<file path="config.mk">
export PLATFORM = sky130hd
export DESIGN_NAME = rs232_tx_seq
export DESIGN_NICKNAME = d
export VERILOG_FILES = /design/src/rtl/rs232_tx_seq.sv
export SDC_FILE = /design/constraint.sdc
export NUM_CORES = 1
export LEC_CHECK = 0
export CAP_MARGIN = 10
export CORE_MARGIN = 10
export CORE_UTILIZATION = 40
export CTS_CLUSTER_DIAMETER = 100
export DETAILED_ROUTE_END_ITERATION = 7
export SYNTH_ARGS = -nofsm -noshare
export SYNTH_HDL_FRONTEND = slang
export SYNTH_SLANG_ARGS = --single-unit
</file>
<file path="constraint.sdc">
create_clock -name clk_ref -period 6.3 [get_ports clk_ref]
set_clock_uncertainty 0.15 [all_clocks]
set_input_delay 0.945 -clock clk_ref [delete_from_list [all_inputs] [get_ports clk_ref]]
set_output_delay 0.945 -clock clk_ref [all_outputs]
set_load 0.02 [all_outputs]
</file>
<file path="src/rtl/rs232_tx_seq.sv">
// RS-232 packet transmit sequencer: buffers up to BYTE_NUM bytes and hands
// them one frame at a time to an external bit-timing controller.
module rs232_tx_seq #(
   parameter int BYTE_NUM = 8
) (
   input  logic       clk_ref,
   input  logic       rst,
   input  logic       i_wr_en,
   input  logic [7:0] i_wr_data,
   output logic       o_wr_full,
   input  logic       i_send_en,
   output logic       o_rs232_start_en,
   input  logic [3:0] i_ctrl_cnt,
   input  logic       i_rs232_busy,
   input  logic       i_rs232_cfg_over,
   output logic       o_tx,
   output logic [2:0] o_byte_idx,
   output logic       o_seq_busy,
   output logic       o_pkt_done
);

   localparam int AW = (BYTE_NUM > 1) ? $clog2(BYTE_NUM) : 1;
   localparam int CW = $clog2(BYTE_NUM + 1);

   typedef enum logic [2:0] {
      S_IDLE,
      S_ARM,
      S_WAIT,
      S_GAP,
      S_DONE
   } state_t;

   state_t        r_state;
   state_t        w_state_nxt;
   logic [7:0]    r_buf [2**AW];
   logic [CW-1:0] r_wr_cnt;
   logic [CW-1:0] r_pkt_len;
   logic [AW-1:0] r_byte_idx;
   logic [1:0]    r_gap;
   logic          r_tx;

   logic          w_idle;
   logic          w_wr_ok;
   logic          w_send_ok;
   logic          w_last;
   logic          w_tx;
   logic [7:0]    w_byte;
   logic [2:0]    w_bsel;

   assign w_idle    = (r_state == S_IDLE);
   assign w_wr_ok   = i_wr_en && w_idle && (r_wr_cnt < CW'(BYTE_NUM));
   assign w_send_ok = i_send_en && w_idle && (r_wr_cnt != '0);
   assign w_last    = (CW'(r_byte_idx) == (r_pkt_len - CW'(1)));
   assign w_byte    = r_buf[r_byte_idx];
   assign w_bsel    = 3'(i_ctrl_cnt - 4'd1);

   always_ff @(posedge clk_ref) begin
      if (rst) begin
         r_state <= S_IDLE;
      end else begin
         r_state <= w_state_nxt;
      end
   end

   always_comb begin
      w_state_nxt = r_state;
      unique case (r_state)
         S_IDLE: begin
            if (w_send_ok) w_state_nxt = S_ARM;
         end
         S_ARM: begin
            if (i_rs232_busy) w_state_nxt = S_WAIT;
         end
         S_WAIT: begin
            if (i_rs232_cfg_over) begin
               w_state_nxt = w_last ? S_DONE : S_GAP;
            end
         end
         S_GAP: begin
            if (r_gap == 2'd2) w_state_nxt = S_ARM;
         end
         S_DONE: begin
            w_state_nxt = S_IDLE;
         end
         default: begin
            w_state_nxt = S_IDLE;
         end
      endcase
   end

   // Line stays high whenever the bit controller is not actively framing.
   always_comb begin
      w_tx = 1'b1;
      if (!w_idle && i_rs232_busy) begin
         if (i_ctrl_cnt == 4'd0) begin
            w_tx = 1'b0;
         end else if (i_ctrl_cnt <= 4'd8) begin
            w_tx = w_byte[w_bsel];
         end
      end
   end

   always_ff @(posedge clk_ref) begin
      if (rst) begin
         r_wr_cnt   <= '0;
         r_pkt_len  <= '0;
         r_byte_idx <= '0;
         r_gap      <= '0;
         r_tx       <= 1'b1;
      end else begin
         r_tx <= w_tx;
         if (w_wr_ok) begin
            r_wr_cnt <= r_wr_cnt + CW'(1);
         end
         if (w_send_ok) begin
            r_pkt_len  <= r_wr_cnt;
            r_byte_idx <= '0;
         end
         if (r_state == S_WAIT && i_rs232_cfg_over && !w_last) begin
            r_byte_idx <= r_byte_idx + AW'(1);
            r_gap      <= '0;
         end
         if (r_state == S_GAP) begin
            r_gap <= r_gap + 2'd1;
         end
         if (r_state == S_DONE) begin
            r_wr_cnt   <= '0;
            r_byte_idx <= '0;
         end
      end
   end

   // Packet storage carries no reset; only the write pointer matters.
   always_ff @(posedge clk_ref) begin
      if (w_wr_ok) begin
         r_buf[r_wr_cnt[AW-1:0]] <= i_wr_data;
      end
   end

   assign o_wr_full        = (r_wr_cnt == CW'(BYTE_NUM));
   assign o_rs232_start_en = (r_state == S_ARM);
   assign o_seq_busy       = (r_state == S_ARM) || (r_state == S_WAIT) ||
                             (r_state == S_GAP);
   assign o_pkt_done       = (r_state == S_DONE);
   assign o_byte_idx       = 3'(r_byte_idx);
   assign o_tx             = r_tx;

endmodule
</file>
* After elaboration in Yosys (flattened, before gate mapping)
Memories as Yosys holds them, arrays and structs flattened. A register that Yosys moved wholly into a read port is not among the register bits. Index checks and enable logic that the tools add are counted.
Word-level totals: word-level logic and storage cells 64, memories kept 1, RAM bits 64, flip-flop bits (word level) 17, output and inout port bits 8, input bits 18
Operators by class: reduce and logical (&&, ||, !) cells 19, $add $sub $neg 5, bitwise gates (word level) 1, equal/unequal tests 11, magnitude comparators 3, multiplexer cells 18
Memory list:
- r_buf | words 8, bits a word 8, read ports 1, clocked after memory_dff 1, wr ports 1, RTL line 35 | logic [7:0] r_buf [2**AW];
Operators with widths (count):
- $mux 3 | 9
- $pmux 3 s4 | 1
- $logic_and 1x1->1 | 7
- $eq 3x2->1 const B | 2
- $mux 1 | 5
- $add 4x1->4 const B | 1
- $eq 3x4->1 | 1
- $eq 4x4->1 const B | 1
- $le 4x4->1 const B | 1
- $logic_not 4->1 | 1
- $lt 3x4->1 const B | 1
- $lt 4x4->1 const B | 1
- $mux 2 | 2
- $ne 2x1->1 const B | 2
- $ne 2x2->1 const B | 2
- $reduce_and 4->1 | 1
- $reduce_bool 2->1 | 2
- $reduce_bool 4->1 | 1
- $reduce_or 2->1 | 2
- $sub 4x1->4 const B | 1
- $add 3x1->3 const B | 1
- $bmux 1 s3 | 1
- $eq 3x1->1 const B | 1
- $eq 3x3->1 const B | 1
- other kinds (7) | 9

* Longest topological paths before layout
depth after elaboration 7, gate-level depth with buffers 8, depth with buffers taken out 7

* Worst setup path before layout
OpenSTA, ideal clock, no wires.
path type input port to flip-flop, from in i_wr_en, to mem r_buf[0][0] (enable), cell stages on the path 3, data arrival time 1861 ps, buffers on the path 0, required time 5767 ps, slack 3906 ps, library setup time 383 ps, cells stage by stage and3_1 nand2_1 nor3_1
On the way: longest elaborated chain between the ends 4
Ends and longest elaborated chain:
- start, declared | RTL line 8 | input logic i_wr_en,
- $logic_and 1x1->1 (2 in a row) | RTL line 51 | assign w_wr_ok = i_wr_en && w_idle && (r_wr_cnt < CW'(BYTE_NUM));
- $mux 1 | RTL line 135 | if (w_wr_ok) begin
- $mux 1 (implied by the code) | RTL line 136 | r_buf[r_wr_cnt[AW-1:0]] <= i_wr_data;
- end, declared | RTL line 35
No other way between the ends.

* Final worst setup path
from reg r_wr_cnt[1], to out o_wr_full
On the way: longest elaborated chain between the ends 1
Ends and longest elaborated chain:
- start, declared | RTL line 36 | logic [CW-1:0] r_wr_cnt;
- start signal, assigned | RTL line 113 | r_wr_cnt <= r_wr_cnt + CW'(1);
- $eq 4x4->1 | RTL line 140 | assign o_wr_full = (r_wr_cnt == CW'(BYTE_NUM));
- end, declared | RTL line 10 | output logic o_wr_full,
No other way between the ends.

==> summary by stage <==
Global route
The sum of overflow across all layers after global routing is 0. The number of antenna violations at the first check in global routing was 0. The global-route wire length before repair is 11.1 mm. The pin count of the biggest net entering global routing is 19.

The number of global-route vias before repair came to 1984. The global-route usage over all layers is 11.3%.

Synth
The unique cell type count in the Yosys netlist is between 40 and 50. The fraction of registers with async set/reset is 0%. The post-synthesis net count is around 270. The proportion of netlist area held by the largest area contributor is 53.6%. The number of warnings reported in the yosys synthesis log is 0. The library cell with the largest summed area after synthesis is sky130_fd_sc_hd__edfxtp_1. The sequential-to-total area share from yosys stat is 64.8%.

After synthesis, the mean cell area works out to 14.9 um2. The total of flip-flops plus latches after synthesis is 84. After technology mapping, the gate count stands at around 240. Counting flops with a built-in enable in the synthesized netlist gives 64. For this run, the leading register cell type out of synthesis is sky130_fd_sc_hd__edfxtp_1. The mapped netlist covers ~3600 um2. Sorting the synthesized cells by area gives the leading types as sky130_fd_sc_hd__edfxtp_1, sky130_fd_sc_hd__dfxtp_1, sky130_fd_sc_hd__mux4_2.

Power and ir drop
The total power consumption of the routed design is 1.15 mW. For this design the total switching power over the nets is 0.307 mW. The static leakage power is around 1.3 nW. The fraction of power consumed by sequential logic is 55.8%. The part of the power in the clock network is 32.5%.

Cell internal power was estimated by the tool at 0.840 mW. The portion of total power attributed to combinational logic is between 10% and 20%. The switching share of total power is 26.8%. The largest voltage drop on the vdd net is between 0.09 and 0.1 mV. The total power per unit cell area is around 280 nW/um2.

Finish
Fill cells in the final layout number about 740. The finished cells cover just over 4000 um2. The count of non-filler cells in the finished layout is 380. The number of nets in the finished design is 292.

Cells with a size suffix above 1 make up 15.4% of the layout. The relative area change from synthesis to final layout is 14.9%. The repair_antennas step left the layout with diodes totalling 0. The multi-input combinational cells in the finished layout cover a total of 1160 um2. Across the whole layout, storage elements account for 2320 um2.

Clocking
The H-tree depth is 3. The number of setup buffers added after CTS is 0. TritonCTS built the clock tree.

The maximum number of buffers from clock root to sink is 2. The count of hold buffers inserted by post-cts repair is 0. CTS placed an instance of sky130_fd_sc_hd__clkbuf_8 at the clock tree root.

The number of sinks driven by the clock tree is 84. After clock tree synthesis, the clock-pin slew on the worst setup and hold paths is 80 ps. The count of instances resized after the clock tree is built is 0.

The number of buffers added by the clock tree synthesis step is 9. The later pin in the worst-skew pair is clocked with a latency of 360 ps.

Die
The number of I/O pins is 26. Measured along the x axis, the die boundary spans between 100 and 150 um. The die outline area is approximately 13000 um2. The core footprint is 8720 um2. The floorplan step set the die height to approximately 110 um.

The count of standard-cell rows is 34. The starting density of the core is 41.1%.

Placed design
The HPWL after detailed placement is 4.69 mm. Routability-driven placement finished with a final weighted congestion of 0.714. Buffers placed on the I/O ports in this run total 25.

After detailed placement, the total cell area comes to 3920 um2. The cell count after placement is about 360.

Setup path
At the worst endpoint, the required time is 5200 ps. The slack of the worst reg-to-reg path is 3770 ps. The critical path is of the reg2out type. For the worst setup path, the data arrival time is 1810 ps.

Of all nets on the critical path, the largest fanout is 7. The cell depth of the worst flop-to-flop path is 5. In this run the critical register-to-register path is captured at r_buf[1][6]$_DFFE_PP_. The element type at the critical path start is a register.

The type of destination of the critical path is an output pin. In this run the critical register-to-register path is launched from r_state[0]$_SDFFE_PP0P_.

Outcome
The run finished with clean final reports.

Detailed routing
Detailed routing inserted a total of 2012 vias. The initial DRC count is 125. Dividing the detail-routed via count by the number of cells gives 5.29.

The number of routed nets with antenna violations is 0. The residual DRC count is 0. The wire length per cell is 18.1 um. The post-detailed-routing wire length is 6.87 mm. For this run, the detailed router's first-pass iteration total came to 6.

Timing
Setup violations remaining at the end of the flow were counted as 0. Setup total negative slack on the finished layout was measured at 0 ps. Dividing the final minimum period by the clock period gives 46.1%. The highest clock rate is 344 MHz.

Setup repair after global routing left no endpoint under its margin. For the pin with the worst max-slew slack, the measured transition is between 800 and 900 ps. The final hold violation count is 0. The worst slew slack as a fraction of its limit is 40.8%.

The clock period could shrink to around 2900 ps. The final number of max-transition violations is 0.

Worst hold path
In this run the most critical hold path is launched from r_pkt_len[3]$_SDFFE_PP0P_. The worst min-delay path class is reg2reg. The worst-case hold path end point is r_pkt_len[3]$_SDFFE_PP0P_. The cell count of the worst hold path is 2.

Job
Across the run, the number of max-cap violations was 0.
==> through the flow <==
stage / hold slack, ps / setup WS (ps) / utilization (%)
floorplan: 299 / 3910 / -
global placement: 315 / 2980 / 44.9
detailed placement: 322 / 2900 / 44.9
CTS: 334 / 3340 / 47.2
global route: 356 / 3290 / 47.2
finish: 330 / 3400 / 47.2
==> worst max-delay path by stage <==
stage	start	end	slack, ps	depth (start not counted)
6_report	r_wr_cnt[1]$_SDFFE_PP0P_	o_wr_full	3400	5
4_1_cts	i_wr_en	r_buf[1][6]$_DFFE_PP_	3340	4
3_5_place_dp	i_wr_en	r_buf[1][1]$_DFFE_PP_	2900	4
5_1_grt	r_wr_cnt[1]$_SDFFE_PP0P_	o_wr_full	3290	5
3_3_place_gp	i_wr_en	r_buf[1][0]$_DFFE_PP_	2980	4
2_1_floorplan	i_wr_en	r_buf[0][0]$_DFFE_PP_	3910	3
==> cell type report <==
type	instances	share of cell area, %
repair buffers	27	6.38
flip-flops and latches	84	56.4
inverters	10	0.912
clock inverters	7	1.73
clock buffers	9	3.01
multi-input cells	135	28.3
well taps	108	3.28
==> state kept, by name, indices dropped and copies added, names as in the netlist, named ones only <==
name / flops
o_byte_idx: 3
o_tx: 1
r_buf: 64
r_gap: 2
r_pkt_len: 4
r_state: 3
r_wr_cnt: 4
==> per-layer routing <==
layer / vias to the layer above / GRT usage [%] / part of all wire (%)
li1: 975 / - / -
met1: 984 / 14.8 / 47
met2: 40 / 16.5 / 46
met3: 13 / 2.99 / 4.8
met4: 0 / 6.10 / 2.7
met5: - / 0 / 0
==> power by group through the flow <==
stage               logic [mW]  registers [mW]  clock network (mW)
global placement         0.133           0.652                   0
finish                   0.134           0.639               0.373
detailed placement       0.134           0.652                   0
CTS                      0.135           0.640               0.384
floorplan               0.0930           0.641                   0
global route             0.148           0.644               0.408
==> critical path, cell delays in order, from the launching register on <==
cell	delay, ps
sky130_fd_sc_hd__dfxtp_1	450
sky130_fd_sc_hd__inv_1	110
sky130_fd_sc_hd__ha_1	190
sky130_fd_sc_hd__nand2b_1	120
sky130_fd_sc_hd__nor2_1	60
sky130_fd_sc_hd__clkdlybuf4s50_1	540
==> cells in the final DEF (no fill, tap or decap), types with 3 or more instances in the layout <==
| cell | instances |
|---|---|
| sky130_fd_sc_hd__nand2_1 | 12 |
| sky130_fd_sc_hd__nor2_1 | 15 |
| sky130_fd_sc_hd__clkdlybuf4s50_1 | 25 |
| sky130_fd_sc_hd__a21oi_1 | 15 |
| sky130_fd_sc_hd__xor2_1 | 4 |
| sky130_fd_sc_hd__nor3_1 | 3 |
| sky130_fd_sc_hd__nand2b_1 | 4 |
| sky130_fd_sc_hd__nand3_1 | 6 |
| sky130_fd_sc_hd__inv_1 | 10 |
| sky130_fd_sc_hd__o21ai_0 | 4 |
| sky130_fd_sc_hd__inv_8 | 4 |
| sky130_fd_sc_hd__o211ai_1 | 6 |
| sky130_fd_sc_hd__mux4_2 | 16 |
| sky130_fd_sc_hd__ha_1 | 7 |
| sky130_fd_sc_hd__edfxtp_1 | 64 |
| sky130_fd_sc_hd__mux2i_1 | 10 |
| sky130_fd_sc_hd__clkbuf_8 | 9 |
| sky130_fd_sc_hd__dfxtp_1 | 20 |
==> kinds of logic (layout without fill, tap and decap cells) <==
group           count (synthesis)  count (layout)  synth area share [%]
flops                          84              84                  64.8
simple gates                   59              59                  8.90
compound gates                 38              38                  7.02
mux                            27              27                  13.2
buf+inv                        22              53                  2.72
fa+ha+maj                       7               7                  2.44
xor+xnor                        4               4                 0.977
==> cells in the mapped netlist (all sizes together) (4+ instances only) <==
cell type and instances:
o21ai 4, nand3 6, nand2 12, a21oi 15
nand2b 4, clkbuf 7, o211ai 7, dfxtp 20
edfxtp 64, inv 10, mux4 16, nor2 15
mux2i 10, ha 7, nor3 4, buf 5
xor2 4
Power figures use the tool's default switching activity.
==> RTL edit (same settings) <==
Encoding of `state_t`: now one-hot (5 bits for 5 states).
--- a/src/rtl/rs232_tx_seq.sv
+++ b/src/rtl/rs232_tx_seq.sv
@@ -23,10 +23,10 @@
    localparam int CW = $clog2(BYTE_NUM + 1);
 
-   typedef enum logic [2:0] {
-      S_IDLE,
-      S_ARM,
-      S_WAIT,
-      S_GAP,
-      S_DONE
+   typedef enum logic [4:0] {
+      S_IDLE = 5'b00001,
+      S_ARM  = 5'b00010,
+      S_WAIT = 5'b00100,
+      S_GAP  = 5'b01000,
+      S_DONE = 5'b10000
    } state_t;
 
Check against the original RTL: no difference found for any inputs over 10 cycles, from zero or initial values and one cycle with rst high; not proved beyond that.
==> RTL edit against the unedited design <==
Final cell count is 2.9% higher. Area after synthesis up 2.7%. Count of clock-buffer cells in the layout unchanged. Worst setup slack got worse by 0.29 ns. Synthesized cell count increased by 2.9%. Sequential power up 3.3%. Die area rose by 2.2%. Wire length up 0.47%. Power grew 0.44%. First-iteration DRC count up 19%. Highest routed layer unchanged. Largest cell class unchanged. Largest power group unchanged. Cell area rose by 2.3%. Sequential cell count increased by 2.
==> RTL edit: results <==
metrics = {
    "worst_setup_path": {
        "slowest_delay_ns": 0.61,
        "path_delay_family": "simple AND/OR/NAND/NOR gates",
        "crit_end": "o_seq_busy",
        "r2r_end": "r_buf[6][6]$_DFFE_PP_",
        "startpoint": "r_state[0]$_SDFFE_PP1P_",
        "crit_path_max_fanout": 8,
        "critPathArrivalTime_ns": 2.10,
    },
    "sta": {
        "tightest_slew_ns": 1.09,
        "holdWs_ns": 0.374,
        "worst_slack_ns": 3.10,
    },
    "global_routing": {
        "grt_pass1_wl_um": 11100,
        "grt_max_degree": 17,
    },
    "synthesis": {
        "synthAdderAreaFrac_pct": 2.38,
        "synth_compound_area_share_pct": 5.75,
        "synth-seq-area-share_pct": 64.2,
        "yosys-top-cells-count": "edfxtp_1 (64), dfxtp_1 (22), nor2_1 (22)",
        "ys_types": 41,
        "syn_inst": 248,
    },
    "route": {
        "drtIter0Drc": 149,
        "via_count": 2093,
        "wl_um": 6900,
    },
    "power": {
        "power.leakage_nw": 1.41,
        "pwr-share-clk_pct": 30.5,
        "p_per_area_nw_per_um2": 273,
        "seq_power_share_pct": 57.3,
        "p_switching_w": 0.000297,
    },
    "run_status": {
        "status": "completed",
    },
    "cells_and_area": {
        "drive_gt1_share_pct": 11.7,
        "fillers": 812,
        "fin_nets": 303,
    },
    "worst_hold_path": {
        "worstHoldStart": "r_wr_cnt[3]$_SDFFE_PP0P_",
    },
    "placement": {
        "gp_congestion": 0.748,
        "place_ws_ns": 2.54,
        "dp_cells": 374,
    },
    "die": {
        "dieArea_um2": 13400,
    },
}
RTL edit: changes by cell type in the layout (fill, tap and decap cells not counted), moves of 3 or more:
cell / delta
mux4_1: +12
mux4_2: -10
mux2i_1: -7
nor2_1: +7
nor3_1: +7
inv_8: -4
nand4b_1: +4
o211ai_1: -4
a31oi_1: +3
inv_1: +3
inv_6: +3
nand2b_1: -3
xnor2_1: +3
RTL edit: layout make-up:
cell class                 count  share of cell area, %
multi-input combinational    139                   28.8
tap                          108                   3.21
inverter                      13                   1.16
timing repair buffer          29                   6.59
clock buffer                   9                   2.94
clock inverter                 7                   1.28
sequential                    86                   56.1
RTL edit: routing by layer:
layer	track usage (%)	up-vias	routed length (um)
li1	-	1020	-
met1	14.9	1017	3430
met2	15.5	44	2930
met3	3.67	12	399
met4	5.50	0	137
met5	0	-	0
RTL edit: cell families after synthesis:
logic type      after synthesis
buf+inv                      23
simple gates                 72
fa+ha+maj                     7
mux                          22
compound gates               33
xor+xnor                      5
flops                        86
